## src/rtl/cordic_pkg.sv

```systemverilog
// Shared types and constants for the vectoring CORDIC phase sampler.
// Holds the arctangent table, the 1/K gain constant and the FSM state encoding.
package cordic_pkg;

   typedef enum logic [2:0] {
      ST_IDLE,
      ST_ARM,
      ST_PREROT,
      ST_ITER,
      ST_DONE
   } state_t;

   localparam int KINV_Q15 = 19898;

   // round(atan(2^-k) / (2*pi) * 2^16), k = 0..15
   localparam logic [15:0] ATAN_TABLE [16] = '{
      16'd8192, 16'd4836, 16'd2555, 16'd1297,
      16'd651,  16'd326,  16'd163,  16'd81,
      16'd41,   16'd20,   16'd10,   16'd5,
      16'd3,    16'd1,    16'd1,    16'd0
   };

   function automatic logic [31:0] atan_entry(input int k, input int pw);
      logic [31:0] base;
      base = 32'(ATAN_TABLE[k]);
      if (pw >= 16) return base << (pw - 16);
      else          return base >> (16 - pw);
   endfunction

endpackage

```

## src/rtl/cordic_phase_sampler_if.sv

```systemverilog
// Sample/result bundle between the timing gate, the I/Q source and the phase sampler.
interface cordic_phase_sampler_if #(
   parameter int DW = 16,
   parameter int PW = 16
);
   logic                 gate;
   logic                 in_valid;
   logic signed [DW-1:0] i_in;
   logic signed [DW-1:0] q_in;
   logic [PW-1:0]        phase_out;
   logic [DW+1:0]        mag_out;
   logic                 out_valid;
   logic                 busy;
   logic                 overrun;
   logic                 miss;

   modport master (
      output gate, in_valid, i_in, q_in,
      input  phase_out, mag_out, out_valid, busy, overrun, miss
   );

   modport slave (
      input  gate, in_valid, i_in, q_in,
      output phase_out, mag_out, out_valid, busy, overrun, miss
   );
endinterface

```

## src/rtl/cordic_vec_step.sv

```systemverilog
// One combinational vectoring micro-rotation; the top reuses a single instance for every step k.
module cordic_vec_step
   import cordic_pkg::*;
#(
   parameter int XW = 18,
   parameter int PW = 16
) (
   input  logic signed [XW-1:0] x,
   input  logic signed [XW-1:0] y,
   input  logic [PW-1:0]        z,
   input  logic [3:0]           k,
   output logic signed [XW-1:0] x_next,
   output logic signed [XW-1:0] y_next,
   output logic [PW-1:0]        z_next
);

   logic signed [XW-1:0] x_sh;
   logic signed [XW-1:0] y_sh;
   logic [PW-1:0]        ang;

   always_comb begin
      // NOTE: every output gets a value on every path so no latch is inferred.
      x_sh   = x >>> k;
      y_sh   = y >>> k;
      ang    = PW'(atan_entry(int'(k), PW));
      x_next = x;
      y_next = y;
      z_next = z;
      if (!y[XW-1]) begin
         x_next = x + y_sh;
         y_next = y - x_sh;
         z_next = z + ang;
      end else begin
         x_next = x - y_sh;
         y_next = y + x_sh;
         z_next = z - ang;
      end
   end

endmodule

```

## src/rtl/cordic_phase_sampler.sv

```systemverilog
// Gate-triggered I/Q capture followed by an iterative vectoring CORDIC (phase + magnitude).
// Optional macro CORDIC_GAIN_COMP_EN scales mag_out by 1/K at the cost of one extra cycle.
module cordic_phase_sampler
   import cordic_pkg::*;
#(
   parameter int DW   = 16,
   parameter int PW   = 16,
   parameter int ITER = 12
) (
   input logic                    clk,
   input logic                    rst,
   cordic_phase_sampler_if.slave  bus
);

   localparam int XW = DW + 2;

   state_t               state;
   logic                 gate_q;
   logic                 rise;
   logic signed [XW-1:0] x_r;
   logic signed [XW-1:0] y_r;
   logic [PW-1:0]        z_r;
   logic [3:0]           k_r;
   logic signed [XW-1:0] x_nx;
   logic signed [XW-1:0] y_nx;
   logic [PW-1:0]        z_nx;
   logic                 busy_r;
   logic                 overrun_r;
   logic                 miss_r;
   logic                 fin_vld;
   logic signed [XW-1:0] fin_x;
   logic [PW-1:0]        fin_z;

   assign rise = bus.gate & ~gate_q;

   cordic_vec_step #(.XW(XW), .PW(PW)) u_step (
      .x      (x_r),
      .y      (y_r),
      .z      (z_r),
      .k      (k_r),
      .x_next (x_nx),
      .y_next (y_nx),
      .z_next (z_nx)
   );

   always_ff @(posedge clk or negedge rst) begin
      if (!rst) begin
         state     <= ST_IDLE;
         gate_q    <= 1'b0;
         x_r       <= '0;
         y_r       <= '0;
         z_r       <= '0;
         k_r       <= '0;
         busy_r    <= 1'b0;
         overrun_r <= 1'b0;
         miss_r    <= 1'b0;
         fin_vld   <= 1'b0;
         fin_x     <= '0;
         fin_z     <= '0;
      end else begin
         // NOTE: non-blocking throughout so every branch sees pre-edge state.
         gate_q    <= bus.gate;
         overrun_r <= 1'b0;
         miss_r    <= 1'b0;
         fin_vld   <= 1'b0;
         case (state)
            ST_IDLE: begin
               if (rise) begin
                  state  <= ST_ARM;
                  busy_r <= 1'b1;
               end
            end
            ST_ARM: begin
               if (bus.in_valid) begin
                  x_r   <= {{2{bus.i_in[DW-1]}}, bus.i_in};
                  y_r   <= {{2{bus.q_in[DW-1]}}, bus.q_in};
                  state <= ST_PREROT;
               end else if (!bus.gate) begin
                  miss_r <= 1'b1;
                  busy_r <= 1'b0;
                  state  <= ST_IDLE;
               end
            end
            ST_PREROT: begin
               // Fold the left half-plane onto the right so the micro-rotations converge.
               if (x_r[XW-1]) begin
                  x_r <= -x_r;
                  y_r <= -y_r;
                  z_r <= {1'b1, {(PW-1){1'b0}}};
               end else begin
                  z_r <= '0;
               end
               k_r   <= '0;
               state <= ST_ITER;
            end
            ST_ITER: begin
               x_r <= x_nx;
               y_r <= y_nx;
               z_r <= z_nx;
               k_r <= k_r + 4'd1;
               if (k_r == 4'(ITER - 1)) state <= ST_DONE;
            end
            ST_DONE: begin
               fin_vld <= 1'b1;
               fin_x   <= x_r;
               fin_z   <= z_r;
               busy_r  <= 1'b0;
               state   <= ST_IDLE;
            end
            default: begin
               busy_r <= 1'b0;
               state  <= ST_IDLE;
            end
         endcase
         if (rise && (state == ST_PREROT || state == ST_ITER || state == ST_DONE))
            overrun_r <= 1'b1;
      end
   end

   assign bus.busy    = busy_r;
   assign bus.overrun = overrun_r;
   assign bus.miss    = miss_r;

`ifdef CORDIC_GAIN_COMP_EN
   logic [XW+14:0] prod;
   logic [XW-1:0]  mag_r;
   logic [PW-1:0]  phase_r;
   logic           vld_r;

   assign prod = (XW+15)'($unsigned(fin_x)) * (XW+15)'(KINV_Q15);

   always_ff @(posedge clk or negedge rst) begin
      if (!rst) begin
         mag_r   <= '0;
         phase_r <= '0;
         vld_r   <= 1'b0;
      end else begin
         vld_r <= fin_vld;
         if (fin_vld) begin
            mag_r   <= XW'(prod >> 15);
            phase_r <= fin_z;
         end
      end
   end

   assign bus.out_valid = vld_r;
   assign bus.mag_out   = mag_r;
   assign bus.phase_out = phase_r;
`else
   assign bus.out_valid = fin_vld;
   assign bus.mag_out   = $unsigned(fin_x);
   assign bus.phase_out = fin_z;
`endif

endmodule
```

## src/flat_wrapper.sv

```systemverilog
// flat-port wrapper written by rule: the top's interface ports become plain ports
module cordic_phase_sampler_flat import cordic_pkg::*;
#(
   parameter int DW   = 16,
   parameter int PW   = 16,
   parameter int ITER = 12
)
  (clk, rst, bus_gate, bus_in_valid, bus_i_in, bus_q_in, bus_phase_out, bus_mag_out, bus_out_valid, bus_busy, bus_overrun, bus_miss);
  cordic_phase_sampler_if #(.DW(DW), .PW(PW)) bus_i ();
  input logic clk;
  input logic rst;
  input wire logic [$bits(bus_i.gate)-1:0] bus_gate;
  input wire logic [$bits(bus_i.in_valid)-1:0] bus_in_valid;
  input wire logic [$bits(bus_i.i_in)-1:0] bus_i_in;
  input wire logic [$bits(bus_i.q_in)-1:0] bus_q_in;
  output wire logic [$bits(bus_i.phase_out)-1:0] bus_phase_out;
  output wire logic [$bits(bus_i.mag_out)-1:0] bus_mag_out;
  output wire logic [$bits(bus_i.out_valid)-1:0] bus_out_valid;
  output wire logic [$bits(bus_i.busy)-1:0] bus_busy;
  output wire logic [$bits(bus_i.overrun)-1:0] bus_overrun;
  output wire logic [$bits(bus_i.miss)-1:0] bus_miss;
  assign bus_i.gate = bus_gate;
  assign bus_i.in_valid = bus_in_valid;
  assign bus_i.i_in = bus_i_in;
  assign bus_i.q_in = bus_q_in;
  assign bus_phase_out = bus_i.phase_out;
  assign bus_mag_out = bus_i.mag_out;
  assign bus_out_valid = bus_i.out_valid;
  assign bus_busy = bus_i.busy;
  assign bus_overrun = bus_i.overrun;
  assign bus_miss = bus_i.miss;
  cordic_phase_sampler #(.DW(DW), .PW(PW), .ITER(ITER)) u_core (.clk(clk), .rst(rst), .bus(bus_i));
endmodule
```

## config.mk

```make
export PLATFORM = sky130hd
export DESIGN_NAME = cordic_phase_sampler_flat
export DESIGN_NICKNAME = d
export VERILOG_FILES = /design/src/rtl/cordic_pkg.sv /design/src/rtl/cordic_phase_sampler_if.sv /design/src/rtl/cordic_vec_step.sv /design/src/rtl/cordic_phase_sampler.sv /design/src/flat_wrapper.sv
export SDC_FILE = /design/constraint.sdc
export NUM_CORES = 1
export LEC_CHECK = 0
export ABC_AREA = 1
export ABC_CLOCK_PERIOD_IN_PS = 4000
export CAP_MARGIN = 20
export CORE_ASPECT_RATIO = 1.75
export CORE_MARGIN = 5
export CORE_UTILIZATION = 25
export CTS_CLUSTER_DIAMETER = 100
export DETAILED_ROUTE_END_ITERATION = 10
export GPL_ROUTABILITY_DRIVEN = 0
export MAX_ROUTING_LAYER = met4
export PLACE_DENSITY = 0.45
export SYNTH_ARGS = -nofsm -noshare
export SYNTH_HDL_FRONTEND = slang
export SYNTH_SLANG_ARGS = --single-unit
```

## constraint.sdc

```tcl
create_clock -name clk -period 4 [get_ports clk]
set_input_delay 1 -clock clk [delete_from_list [all_inputs] [get_ports clk]]
set_output_delay 1 -clock clk [all_outputs]
set_load 0.02 [all_outputs]
```

Word-level counts from Yosys, hierarchy flattened
Memories as Yosys holds them, arrays and structs flattened.
Index checks and enable logic that the tools add are counted.
{"block": "op_classes", "n_eq_ne": 12, "reduce_logical": 11, "n_lt_le_gt_ge": 1, "n_shift": 2, "mux": 28, "bitwise": 4, "n_addsub": 9}
{"op": "two-way mux 18 bit", "count": 6}
{"op": "one-hot mux 18 bit (3 select lines)", "count": 2}
{"op": "two-way mux 16 bit", "count": 4}
{"op": "adder 18 bit", "count": 2}
{"op": "negation 18 bit", "count": 2}
{"op": ">>> shifter 18 x 4 -> 18 bit", "count": 2}
{"op": "subtractor 18 bit", "count": 2}
{"op": ">= comparator 32 x 5 -> 1 bit, second input constant", "count": 1}
{"op": "inverter 4 -> 32 bit", "count": 1}
{"op": "one-hot mux 16 bit (2 select lines)", "count": 1}
{"op": "adder 16 bit", "count": 1}
{"op": "subtractor 16 bit", "count": 1}
{"op": "two-way mux 3 bit", "count": 4}
{"op": "one-hot mux 3 bit (4 select lines)", "count": 1}
{"op": "two-way mux 1 bit", "count": 8}
{"op": "one-hot mux 4 bit (2 select lines)", "count": 1}
{"op": "equality test 3 x 2 -> 1 bit, second input constant", "count": 2}
{"op": "!= test 2 x 1 -> 1 bit, second input constant", "count": 3}
{"op": "!= test 2 bit, second input constant", "count": 3}
{"op": "AND reduction 3 bit", "count": 2}
{"op": "adder 4 x 1 -> 4 bit, second input constant", "count": 1}
{"op": "equality test 4 bit, second input constant", "count": 1}
{"op": "AND reduction 4 bit", "count": 1}
{"op": "equality test 3 x 1 -> 1 bit, second input constant", "count": 1}
{"op": "12 further kinds", "count": 14}
{"block": "totals", "mem_bits_ro": 256, "n_memories": 1, "reg_bits": 98, "out_inout_bits": 38}
{"memory": "(no name shown)", "words": 16, "word_bits": 16, "rd": 1, "rd_clocked_by_memory_dff": 0, "write_ports": 0, "line_no": "cordic_pkg.sv:25", "rtl": "base = 32'(ATAN_TABLE[k]);"}

Logic depth before layout (Yosys ltp)
{"block": "depth", "ltp_word": 7, "ltp_mapped": 29}

Cells and area by module
From an unflattened synthesis, not the netlist that was laid out.
{"block": "unflattened", "cells_unflattened": 1650, "hier_area_um2": 10396.2}
{"mod": "cordic_vec_step", "seq_area_each_um2": 0.0, "cells_per_inst": 976, "area_per_inst_um2": 5273.8, "n_inst": 1}
{"mod": "cordic_phase_sampler", "seq_area_each_um2": 2452.4, "cells_per_inst": 674, "area_per_inst_um2": 5122.4, "n_inst": 1}

Least setup slack after synthesis
Ideal clock, no wire load.
{"block": "synth_timing", "kind": "flip-flop to flip-flop", "from": "reg u_core.k_r[0]", "to": "reg u_core.z_r[13]", "synth_period_minus_slack_ns": 3.730, "setup_slack_ns": 0.270, "path_buffers": 2, "arrival_ns": 3.604, "setup_ns": 0.126, "required_time_ns": 3.874, "stages_incl_launch_ff": 27, "path_cell_list": "dfrtp_1 > inv_2 > buf_6 > buf_6 > ha_1 > nor2_1 > inv_1 > nand2_1 > nand2_1 > o21ai_1 > inv_1 > ha_1 > inv_1 > o21ai_0 > inv_1 > ha_1 > nand3_1 > nand3_1 > a21oi_1 > o21ai_0 > a21oi_1 > o21ai_0 > nand3_1 > nand2_1 > nand2_1 > nand2_1 > o21ai_0"}
{"block": "synth_between", "elab_chain_len": 7, "elab_cells_between_ends": 8, "classes_between": "add/sub (2); mux (4); bitwise (1); memory (1)"}
{"element": "start, declared", "line_no": "cordic_phase_sampler.sv:23", "rtl": "logic [3:0] k_r;"}
{"element": "start signal, assigned", "line_no": "cordic_phase_sampler.sv:100", "rtl": "k_r <= k_r + 4'd1;"}
{"element": "inverter 4 -> 32 bit (not written as such) *", "line_no": "cordic_pkg.sv:25"}
{"element": "memory read (16 x 16 bit) *"}
{"element": "two-way mux 16 bit (not written as such) * (2 in a row)", "line_no": "cordic_pkg.sv:25"}
{"element": "adder 16 bit or subtractor 16 bit (tied branches)", "line_no": "cordic_vec_step.sv:32, cordic_vec_step.sv:36"}
{"element": "two-way mux 16 bit *", "line_no": "cordic_vec_step.sv:29", "rtl": "if (!y[XW-1]) begin"}
{"element": "one-hot mux 16 bit (2 select lines) *", "line_no": "cordic_phase_sampler.sv:66", "rtl": "case (state)"}
{"element": "end signal, assigned", "line_no": "cordic_phase_sampler.sv:89", "rtl": "z_r <= {1'b1, {(PW-1){1'b0}}};"}
{"element": "end signal, assigned", "line_no": "cordic_phase_sampler.sv:99", "rtl": "z_r <= z_nx;"}
{"element": "end, declared", "line_no": "cordic_phase_sampler.sv:22", "rtl": "logic [PW-1:0] z_r;"}
Every way passes the cells marked *; elsewhere a longest branch is shown, timed or not. The select of a mux whose other input is x is not followed.
A chain may end at the register's enable or synchronous reset.

Final worst setup path
{"block": "layout_timing", "from": "reg u_core.k_r[0]", "to": "reg u_core.y_r[15]"}
{"block": "layout_between", "elab_chain_len": 4, "elab_cells_between_ends": 5, "classes_between": "add/sub (2); shift (1); mux (2)"}
{"element": ">>> shifter 18 x 4 -> 18 bit *", "line_no": "cordic_vec_step.sv:23", "rtl": "x_sh = x >>> k;"}
{"element": "subtractor 18 bit or adder 18 bit (tied branches)", "line_no": "cordic_vec_step.sv:31, cordic_vec_step.sv:35"}
{"element": "two-way mux 18 bit *", "line_no": "cordic_vec_step.sv:29"}
{"element": "one-hot mux 18 bit (3 select lines) *", "line_no": "cordic_phase_sampler.sv:66"}
{"element": "end signal, assigned", "line_no": "cordic_phase_sampler.sv:76", "rtl": "y_r <= {{2{bus.q_in[DW-1]}}, bus.q_in};"}
{"element": "end signal, assigned", "line_no": "cordic_phase_sampler.sv:88", "rtl": "y_r <= -y_r;"}
{"element": "end signal, assigned", "line_no": "cordic_phase_sampler.sv:98", "rtl": "y_r <= y_nx;"}
{"element": "end, declared", "line_no": "cordic_phase_sampler.sv:21", "rtl": "logic signed [XW-1:0] y_r;"}
Every way passes the cells marked *; elsewhere a longest branch is shown, timed or not.

==> metrics <==
status=completed; Worst R2R Start=u_core.k_r[0]; residual DRC count=0; Die H=279 microns; CP top delay family=simple AND/OR/NAND/NOR gates; vias in the first global route=10,800; Mapped Area=0.0103 sq mm; Final Max Slew Viols=0; via count=10,900; DRT iter0 DRCs=537; R2R Path End=u_core.y_r[15]; R2R setup slack=0.15 ns; ant diodes=0; final-stage net count=~1,800; initial core utilization=25.2%; IO buf count=73; type of the worst min-delay path=reg2reg; Area growth, synth to finish=25.1%; final hold vios=0; post-synthesis mux area share=0.0971%; Compound-Gate Fraction of Synth Area=18.8%; post-synthesis simple-gate area fraction=35.7%; Worst Path Required=roughly 4.3 ns; Yosys cell types=70; Tmin final=3.85 ns; clock tree root buffer cell=clkbuf_16; die area=approximately 0.046 sq mm; Synth Net Count=1,665; worst path bufs/invs=6; final instance area=0.0129 sq mm; largest family of logic cells by synthesized area=simple AND/OR/NAND/NOR gates; crit path capture=u_core.y_r[15]; Fin Clk Skew=between 0.007 and 0.008 ns; FP Rows=98; I/O pin total=74; Post-Syn Area per Cell=6.58 sq um; crit end category=flop; Via density=around 5; max frequency=~0.26 GHz; CTS Sinks=98; ranking of synthesized cells by area=dfrtp_1 24%, nand2_1 14%, nand3_1 7.5%; first-pass GRT wire length=59.5 mm; CTS H-tree lvls=3; critical path startpoint category=flop; TritonCTS Buffers=9; initial antenna violation count=0; CP arrival=4.17 ns; CTS max path bufs=2; DRT Pass-1 Iters=7; Yosys Warn Count=0; critical path class=reg2reg; core footprint=0.0408 sq mm; Synth Area in Adders=between 7 and 8%; TritonCTS clock tree=built; DRT Wirelength=39.7 mm; fill count=4,485; Setup-failing EPs final=0; clk_lat worst skew=around 0.38 ns; sequential fraction of the synthesis area=23.8%; most used cell, CP=nand2_1; FF+latch count, synth=98; setup TNS=0 ns; GR Util All Layers=between 15 and 20%; share of cells above drive strength 1=18.9%; max incr delay on CP=0.44 ns; period utilization=96.4%; Cells after Synth=1,566; Congestion Overflow GR=0; area post-placement=0.0120 sq mm; relative slew slack=36.2%; unrepaired setup endpoints after global routing=true; Worst-Margin Slew=~0.95 ns; top-area cell type share of the netlist area=between 20% and 30%; XOR/XNOR Fraction of Synth Area=roughly 3%; drt wl/cell=around 18 microns; die width=163 microns; Worst setup startpoint=u_core.k_r[0]; largest net degree at the start of global routing=57; Final ANT Viol Nets=0; post-DP HPWL=30.7 mm; instance count on the critical path=26; Reg clk slew, reported paths=around 0.080 ns; Register-to-Register Path Depth=26; leading area contributor after synthesis=dfrtp_1; crit-path max FO=10; slowest CP cell=dfrtp_2; hold depth=2; Max Cap Violations=0
==> state kept, by name (all words and copies together), names as in the netlist <==
name,count
u_core.bus.mag_out,18
u_core.k_r,4
u_core.gate_q,1
u_core.x_r,18
u_core.z_r,16
u_core.state,3
u_core.bus.busy,1
u_core.bus.miss,1
u_core.bus.overrun,1
u_core.y_r,18
u_core.bus.out_valid,1
u_core.bus.phase_out,16
==> layout by cell type (no fill, tap or decap), drive strengths merged, types with 2 or more instances in the layout <==
cell           count
inv              183
o211ai             8
nand3b             8
nand4             10
a22oi              4
a32oi              5
o311ai             2
nor3              21
nand2            427
nor4               3
nor3b              2
a221oi             4
o221ai             4
nand3            179
o21bai             2
a211oi             3
a32o               2
xnor2              8
a21oi            124
a41oi              2
o31ai              4
ha                60
buf               90
dfrtp             98
o22ai             10
nor2             122
clkinv             4
clkbuf            15
fa                 3
clkinvlp           2
xor2              27
or2               12
a31oi             13
a21o               3
o21ai            141
o21a               2
clkdlybuf4s50     72
==> cells by family (layout without fill, tap and decap cells) <==
family          after synthesis  in the layout
buf+inv                     245            366
flops                        98             98
compound gates              339            339
xor+xnor                     35             35
simple gates                785            785
mux                           1              1
fa+ha+maj                    63             63
==> through the flow <==
stage	utilization, %	setup slack [ns]	hold WS, ns	std cells
floorplan	-	0.270	0.470	1566
global placement	29.4	-0.146	0.466	2209
detailed placement	29.4	-0.164	0.470	2209
CTS	30.1	0.0100	0.489	2224
global route	31.6	-0.0802	0.507	2237
finish	31.6	0.146	0.481	2237
==> worst reg2reg max path, cell delays in order, from the launching register on <==
cell,delay [ns]
dfrtp_2,0.44
buf_4,0.17
clkbuf_16,0.18
nand2_1,0.09
nand3_1,0.11
nand3_1,0.11
nand3b_1,0.11
nand2_2,0.13
ha_4,0.16
nand4_4,0.11
nor3_4,0.35
a21oi_2,0.10
xnor2_1,0.17
inv_1,0.06
ha_1,0.29
buf_4,0.16
a21oi_2,0.11
o21ai_0,0.08
inv_1,0.12
nand2_4,0.10
a21oi_4,0.19
inv_2,0.05
nand2_1,0.07
nand2_1,0.05
nand2_1,0.06
nand3_1,0.08
a21oi_1,0.15
==> cell type report <==
cell class	instances	area (sq um)	area share [%]
inverter	185	709	5.50
multi-input combinational	1223	7180	55.7
sequential	98	2460	19.1
timing repair buffer	166	1580	12.3
clock inverter	4	28.8	0.223
tap	550	688	5.34
clock buffer	11	243	1.88
==> worst min path at each step <==
stage | start | to | slack [ns]
finish | u_core.bus.phase_out[15] | u_core.bus.phase_out[15] | 0.48
global route | u_core.bus.mag_out[4] | u_core.bus.mag_out[4] | 0.51
CTS | u_core.bus.mag_out[4] | u_core.bus.mag_out[4] | 0.49
detailed placement | u_core.bus.mag_out[4] | u_core.bus.mag_out[4] | 0.47
global placement | u_core.bus.phase_out[15] | u_core.bus.phase_out[15] | 0.47
floorplan | u_core.z_r[12] | u_core.bus.phase_out[12] | 0.47
==> metal layers <==
layer  vias to the layer above  track usage [%]  share of wire (%)
li1                       5446                -                  -
met3                        84             1.73                3.1
met5                         -                -                  0
met4                         0             7.73                5.0
met2                       251             32.3                 55
met1                      5098             17.9                 37
==> cell usage after synthesis, drive strengths merged <==
library cell	number
clkinv	1
a31oi	13
and2	1
a31o	1
a211oi	3
fa	3
ha	60
a22o	1
xnor2	8
nand4	10
o21bai	2
a21oi	124
o221ai	4
a21o	3
nand2	427
o311ai	2
o211ai	8
o22ai	10
o211a	1
nand3	179
nor2	122
o31ai	4
a21boi	1
nor4	3
clkbuf	23
o21ai	141
a32oi	5
o311a	1
o21a	2
inv	184
a221oi	4
o31a	1
mux2i	1
buf	37
nand3b	8
nor3b	2
dfrtp	98
xor2	27
a22oi	4
a41oi	2
nor3	21
or2	12
a32o	2
==> repair_timing <==
item / CTS / global route
gates resized for setup: 7 / 114
setup endpoints to repair: 3 / 25
hold endpoints to repair: 0 / 0
setup buffers: 0 / 8
hold buffers: 0 / 0
pin swaps: 0 / 32
gates cloned: 0 / 5
Power is left out: the tool's default activity adds up to more than one toggle a clock period on the data nets, which glitch-free logic cannot reach.
